File: src/rtl/signal_debounce.sv
// Multi-channel input debouncer for slow board signals (buttons, PWRGD,
// presence pins). Each raw input is synchronised and must then hold its new
// level for DebounceVal consecutive TICK_EN pulses before SIG_OUT follows it.
//
// Optional feature macro: SIGNAL_DEBOUNCE_EDGE_EN
//   defined   -> RISE_O / FALL_O one-cycle pulses on debounced edges
//   undefined -> edge ports and logic absent, SIG_OUT unchanged
//
// Per-channel FSM:
//   state     | meaning
//   ----------+----------------------------------------------------------
//   ST_STABLE | synced input matches SIG_OUT, counter parked at zero
//   ST_WAIT   | synced input differs from SIG_OUT, counting TICK_EN pulses
module signal_debounce #(
  parameter int                  ChNum       = 4,
  parameter int                  CntWidth    = 8,
  parameter logic [CntWidth-1:0] DebounceVal = CntWidth'(20)
) (
  input  logic             CLK_IN,
  input  logic             RESET_N,
  input  logic             TICK_EN,
  input  logic [ChNum-1:0] SIG_IN,
  output logic [ChNum-1:0] SIG_OUT
`ifdef SIGNAL_DEBOUNCE_EDGE_EN
  ,
  output logic [ChNum-1:0] RISE_O,
  output logic [ChNum-1:0] FALL_O
`endif
);

  typedef enum logic {
    ST_STABLE = 1'b0,
    ST_WAIT   = 1'b1
  } state_t;

  // Count value on which the final qualifying tick flips the output.
  localparam logic [CntWidth-1:0] TermCnt = DebounceVal - 1'b1;

  logic [ChNum-1:0]    sync1;
  logic [ChNum-1:0]    sync2;
  logic [ChNum-1:0]    out_nxt;
  state_t              state     [ChNum];
  state_t              state_nxt [ChNum];
  logic [CntWidth-1:0] cnt       [ChNum];
  logic [CntWidth-1:0] cnt_nxt   [ChNum];

  // Two-flop synchroniser, FSM state, counters and debounced output.
  always_ff @(posedge CLK_IN or negedge RESET_N) begin
    if (!RESET_N) begin
      sync1   <= '0;
      sync2   <= '0;
      SIG_OUT <= '0;
      for (int i = 0; i < ChNum; i++) begin
        state[i] <= ST_STABLE;
        cnt[i]   <= '0;
      end
    end else begin
      sync1   <= SIG_IN;
      sync2   <= sync1;
      SIG_OUT <= out_nxt;
      for (int i = 0; i < ChNum; i++) begin
        state[i] <= state_nxt[i];
        cnt[i]   <= cnt_nxt[i];
      end
    end
  end

  // Next-state, counter and output decisions for every channel.
  // A return to the SIG_OUT level is tested before the tick so that a
  // late glitch coinciding with the terminal tick is still rejected.
  always_comb begin
    out_nxt = SIG_OUT;
    for (int i = 0; i < ChNum; i++) begin
      state_nxt[i] = state[i];
      cnt_nxt[i]   = cnt[i];
      case (state[i])
        ST_STABLE: begin
          cnt_nxt[i] = '0;
          if (sync2[i] != SIG_OUT[i]) begin
            state_nxt[i] = ST_WAIT;
          end
        end
        ST_WAIT: begin
          if (sync2[i] == SIG_OUT[i]) begin
            state_nxt[i] = ST_STABLE;
            cnt_nxt[i]   = '0;
          end else if (TICK_EN) begin
            if (cnt[i] == TermCnt) begin
              out_nxt[i]   = ~SIG_OUT[i];
              cnt_nxt[i]   = '0;
              state_nxt[i] = ST_STABLE;
            end else begin
              cnt_nxt[i] = cnt[i] + 1'b1;
            end
          end
        end
        default: begin
          state_nxt[i] = ST_STABLE;
          cnt_nxt[i]   = '0;
        end
      endcase
    end
  end

`ifdef SIGNAL_DEBOUNCE_EDGE_EN
  // Edge pulses registered alongside SIG_OUT so they line up with its change.
  always_ff @(posedge CLK_IN or negedge RESET_N) begin
    if (!RESET_N) begin
      RISE_O <= '0;
      FALL_O <= '0;
    end else begin
      RISE_O <= out_nxt & ~SIG_OUT;
      FALL_O <= ~out_nxt & SIG_OUT;
    end
  end
`endif

endmodule

File: config.mk
export PLATFORM = sky130hd
export DESIGN_NAME = signal_debounce
export DESIGN_NICKNAME = d
export VERILOG_FILES = /design/src/rtl/signal_debounce.sv
export SDC_FILE = /design/constraint.sdc
export NUM_CORES = 1
export LEC_CHECK = 0
export BUFFER_PORTS_ARGS = -buffer_cell sky130_fd_sc_hd__clkbuf_2
export CAP_MARGIN = 20
export CORE_MARGIN = 2
export CORE_UTILIZATION = 54
export CTS_CLUSTER_SIZE = 20
export DETAILED_ROUTE_END_ITERATION = 8
export GPL_ROUTABILITY_DRIVEN = 0
export HOLD_SLACK_MARGIN = 0.03
export PLACE_DENSITY = 0.81
export SYNTH_ARGS = -nofsm -noshare
export SYNTH_HDL_FRONTEND = slang
export SYNTH_SLANG_ARGS = --single-unit
export TNS_END_PERCENT = 50
File: constraint.sdc
create_clock -name CLK_IN -period 1.5 [get_ports CLK_IN]
set_input_delay 0.225 -clock CLK_IN [delete_from_list [all_inputs] [get_ports CLK_IN]]
set_output_delay 0.225 -clock CLK_IN [all_outputs]
set_load 0.02 [all_outputs]
======== Word-level counts from Yosys, hierarchy flattened ========
Index checks and enable logic that the tools add are counted.
cells by class
  add/sub/neg operators ................... 4
  eq/ne operators ......................... 16
  mux-type cells .......................... 36
  bitwise operators ....................... 12
  reduce and logical (&&, ||, !) cells .... 4
operators with widths
  operator             number
  $mux 8               12
  $pmux 8 s2           4
  $add 8x1->8 const B  4
  $eq 8x5->1 const B   4
  $mux 1               16
  $reduce_and 4->1     4
  $ne 3x2->1 const B   4
  $not 1->1            12
  $pmux 1 s2           4
  $eq 1x1->1           4
  $ne 1x1->1           4
word-level totals
  flip-flop bits (word level) ............. 48
  bits of input ports ..................... 7

======== Depth between registers and ports, before layout ========
  depth in word-level cells ............... 5
  gate-level depth with buffers ........... 6
  gate-level depth less buffers ........... 5

======== Least setup slack after synthesis ========
Ideal clock, no wire load.
  kind .................................... flip-flop to flip-flop
  start point ............................. register cnt[0] (netlist bit)
  end point ............................... register cnt[5] (netlist bit)
  library setup time ...................... 0.082 ns
  arrival ................................. 1.517 ns
  setup slack ............................. -0.099 ns
  cell stages (with the launch flop) ...... 7
  buffers on the path ..................... 1
  clock period less this slack ............ 1.599 ns
  cell sequence ........................... dfrtp_1 -> ha_1 -> nor4b_2 -> a311oi_2 -> buf_6 -> a41oi_1 -> a31oi_1
between the ends
  longest elaborated chain between the ends .. 5
  elaborated cells between the ends (all ways) .. 6
  classes of those cells .................. 1 x add/sub; 1 x eq/ne; 4 x mux
ends and longest elaborated chain
  what                                              RTL line  RTL
  from (decl)                                       44        logic [CntWidth-1:0] cnt [ChNum];
  from (signal, indexed assignment)                 63        cnt[i] <= cnt_nxt[i];
  $add 8x1->8 / $eq 8x5->1 (equally long branches)  93, 88
  $mux 8 *                                          88        if (cnt[i] == TermCnt) begin
  $mux 8 *                                          87        end else if (TICK_EN) begin
  $mux 8 *                                          84        if (sync2[i] == SIG_OUT[i]) begin
  $pmux 8 s2 *                                      76        case (state[i])
Mark *: on every way between the ends. The rest lies on a longest branch, timed or not. The select of a mux whose other input is x is not followed.
A chain may end at the register's enable or synchronous reset.

======== Final worst setup path ========
Same ends and word-level chain as after synthesis.

==> flow_results.org <==
** Run status
- Outcome :: finished, violations left
- Violations in the final reports :: negative setup slack

** Synthesis
- Post-Synthesis Net Count :: 235
- Summing every instance area after synthesis gives 2394 µm².
- Post-synthesis register bit count :: 48
- Yosys mapped the design onto 46 distinct sky130hd cell types.
- Synthesized area per cell :: 10.88 µm²
- Count of mapped cells out of synthesis :: 220
- Number of flops mapped to enable cells by yosys :: 0
- The most used flip-flop cell after synthesis is sky130_fd_sc_hd__dfrtp_1.
- Share of synthesized area occupied by flip-flops and latches :: 0.5018
- For this run, the number of Yosys warnings is 0.
- Async SR Flop Fraction :: 1.000

** Worst setup path
- Family with the most delay on the worst path :: compound AO/OA/AOI/OAI gates
- Walking the worst path, the cells encountered are ha_2 -> nor4b_4 -> a311oi_2 -> buf_4 -> a41oi_2 -> a31oi_1.
- Crit path max-delay cell type :: sky130_fd_sc_hd__dfrtp_1
- The number of buffers and inverters on the critical path is 1.
- Worst setup EP type :: flip-flop
- Worst Path Required :: 1720 ps
- Data on the critical path arrives at its endpoint at 1830 ps.
- Kind of critical path :: flip-flop to flip-flop
- Type of element launching the critical path :: flip-flop
- Of all nets on the critical path, the largest fanout is 6.
- For this run, the slowest stage of the critical path takes 390 ps.

** STA
- Worst-case clock skew :: 11.33 ps
- In this run the tightest slew margin relative to its limit is 0.7148.
- Final setup fails :: 12
- The final count of hold timing violations is 0.
- Adding up every negative setup slack in the final design gives -574.6 ps.
- The number of pins with negative max-slew slack in the final report came to 0.
- In the finished design, the share of the clock period the worst path needs comes to 1.078.
- Least-Margin Pin Slew :: 424.8 ps
- Based on the critical path, the design can be clocked at up to 0.6182 GHz.
- Counting I/O delays and the setup requirement, the final critical path takes 1618 ps.
- Once routing completed, OpenROAD measured the worst setup slack at -117.7 ps.
- Setup repair after global routing could not meet its margin everywhere.

** Worst hold path
- The path class of the tightest hold or removal check is input port to flip-flop.

** Floorplan
- Number of ports placed on the die boundary :: 11
- Core ar. :: 4324 µm²
- Die Span Y :: 70.58 µm
- The die is 70.58 µm wide.
- The die covers 4981 µm².
- The floorplan has 24 rows.
- Effective utilization at floorplan :: 0.5535

** Routing
- Starting DRT DRC Count :: 69
- Wires add up to 5156 µm.
- Post-DRT Antenna Nets :: 0
- Dividing the detail-routed via count by the number of cells gives 5.773.
- First drt pass iteration count :: 4
- Detail-routed net length per standard cell :: 15.39 µm
- The final route contains 1934 vias.
- DR DRC count :: 0

** Placement
- Once placement finished, the instance area stood at 2830 µm².
- Detailed placement finished with a half-perimeter wire length of 3511 µm.
- Count of buffers from port buffering :: 10
- DP Cell Count :: 319

** Layout
- Most common cell after layout, fill and taps aside :: sky130_fd_sc_hd__dfrtp_1
- Leading cell types in the layout, fill and taps excluded :: sky130_fd_sc_hd__dfrtp_1 (47), sky130_fd_sc_hd__buf_4 (40), sky130_fd_sc_hd__nand2_1 (17)
- Final design area excluding fillers :: 3065 µm²
- Fraction of layout instances using a drive strength above 1 :: 0.3322
- At the end of the flow, the number of nets in the layout was 297.
- Final instance count without filler cells :: 335
- The number of antenna diodes in the final layout is 0.
- Layout overhead on the synthesized area :: 28.07%

** GRT
- GRT Residual Overflow :: 0
- All-Layer GR Usage :: 0.2214
- In the global route stage, met3 resource usage came out at 0.04843.
- Entering global routing, the biggest net connects 49 pins.
- Met1 track utilization from global routing :: 0.2937
- For met2 alone, demand over resource in global routing was 0.3721.
- The number of antenna violations at the first check in global routing is 0.
- In this run the most used layer during global routing was met2.
- The via count of the first global-routing pass is 1968.
- Global-route wire length before repair :: 8797 µm

** Clock network
- Clock-pin slew was measured on the worst setup and hold paths at 80 ps.
- CTS tree :: built
- Counting the buffers created by CTS gives 5.
- Later-pin clock latency in the skew report :: 300 ps
- The H-tree was split into 2 levels.
- No sink is reached through more buffers than the 2 on the longest clock path.
- The tree is rooted in a sky130_fd_sc_hd__clkbuf_8.
- The clock drives 48 sinks.

** Flow run
- Number of violations of the max-capacitance limit :: 0

** Power
- IR drop worst, VDD :: 0.6727 mV
- For this design the ratio of total power to cell area is 753.6 nW/µm².
- Summed over all cells, the static leakage comes to 1.428 nW.
-- cells in the mapped netlist, types with 4 or more instances --
master / instances / area share
sky130_fd_sc_hd__nand4_1: 5 / 0.013
sky130_fd_sc_hd__o21ai_0: 7 / 0.015
sky130_fd_sc_hd__mux2_2: 7 / 0.033
sky130_fd_sc_hd__nand2_1: 18 / 0.028
sky130_fd_sc_hd__nor2_1: 12 / 0.019
sky130_fd_sc_hd__inv_1: 6 / 0.0094
sky130_fd_sc_hd__nor3_1: 5 / 0.010
sky130_fd_sc_hd__ha_1: 8 / 0.042
sky130_fd_sc_hd__a31oi_1: 9 / 0.024
sky130_fd_sc_hd__a22o_1: 6 / 0.022
sky130_fd_sc_hd__a21oi_1: 11 / 0.023
sky130_fd_sc_hd__nand3b_1: 4 / 0.013
sky130_fd_sc_hd__xnor2_1: 9 / 0.033
sky130_fd_sc_hd__nand3_1: 13 / 0.027
sky130_fd_sc_hd__nand2b_1: 6 / 0.016
sky130_fd_sc_hd__dfrtp_1: 48 / 0.50
sky130_fd_sc_hd__and3_1: 5 / 0.013
-- sequential cells by signal, indices dropped and copies added (netlist names) --
signal / cells
SIG_OUT: 4
sync2: 4
cnt: 32
state: 4
sync1: 4
-- area by class of cell --
cell class | instances | area [µm²]
Tap cell | 52 | 65.06
Clock inverter | 2 | 10.01
Clock buffer | 6 | 82.58
Fill cell | 318 | 1259
Inverter | 6 | 22.52
Timing Repair Buffer | 59 | 449.2
Multi-Input combinational cell | 162 | 1234
Sequential cell | 48 | 1202
-- through the flow --
| step | power (mW) | worst slack (ps) | hold slack (ps) | util |
|---|---|---|---|---|
| 2_1_floorplan | 1.430 | -64.96 | -70.59 | - |
| 3_3_place_gp | 1.507 | -14.37 | 230.6 | 0.6545 |
| 3_5_place_dp | 1.517 | -77.36 | 231.5 | 0.6545 |
| 4_1_cts | 2.331 | -74.11 | 37.70 | 0.7011 |
| 5_1_grt | 2.418 | -214.1 | 37.34 | 0.7089 |
| 6_report | 2.310 | -117.7 | 50.03 | 0.7089 |
-- metal layers --
metal	vias to the layer above	routed length (µm)
met5	-	0
met3	4	202
met2	38	2628
met1	956	2292
li1	936	-
met4	0	33
-- path summary, 6_finish.rpt --
path | from | endpoint | slack [ps] | cells past startpoint
max | cnt[0]$_DFFE_PN0P_ | cnt[5]$_DFFE_PN0P_ | -120 | 6
min | SIG_IN[1] | sync1[1]$_DFF_PN0_ | 50 | 1
max reg2reg | cnt[0]$_DFFE_PN0P_ | cnt[5]$_DFFE_PN0P_ | -120 | 6
min reg2reg | sync1[1]$_DFF_PN0_ | sync2[1]$_DFF_PN0_ | 350 | 0
max in group asynchronous | RESET_N | cnt[28]$_DFFE_PN0P_ | 830 | 3
min in group asynchronous | RESET_N | cnt[26]$_DFFE_PN0P_ | 440 | 3
-- timing repair --
item	in CTS	in global routing
gates cloned	2	0
endpoints found under the hold margin	51	0
resized for setup	14	11
pin swaps	13	6
hold buffers	4	0
setup endpoints to repair	18	28
setup buffers	2	1
-- kinds of logic (layout without fill, tap and decap cells) --
family	after synthesis	count (layout)	share of synthesized area
and+or+nand+nor	88	88	0.2164
DFF	48	48	0.5018
AOI/OAI and AO/OA	47	47	0.1411
xor gates and xnor gates	11	11	0.04025
buffers and inverters	10	73	0.02143
adders and majority gates	8	8	0.04182
muxes	8	8	0.03712
-- report_power, final --
group	total [mW]	switching, mW	internal [mW]
Sequential	1.33	0.0163	1.32
Clock	0.796	0.427	0.369
Combinational	0.182	0.101	0.0808
Total	2.31	0.544	1.77
(Power assumes the default switching activity.)
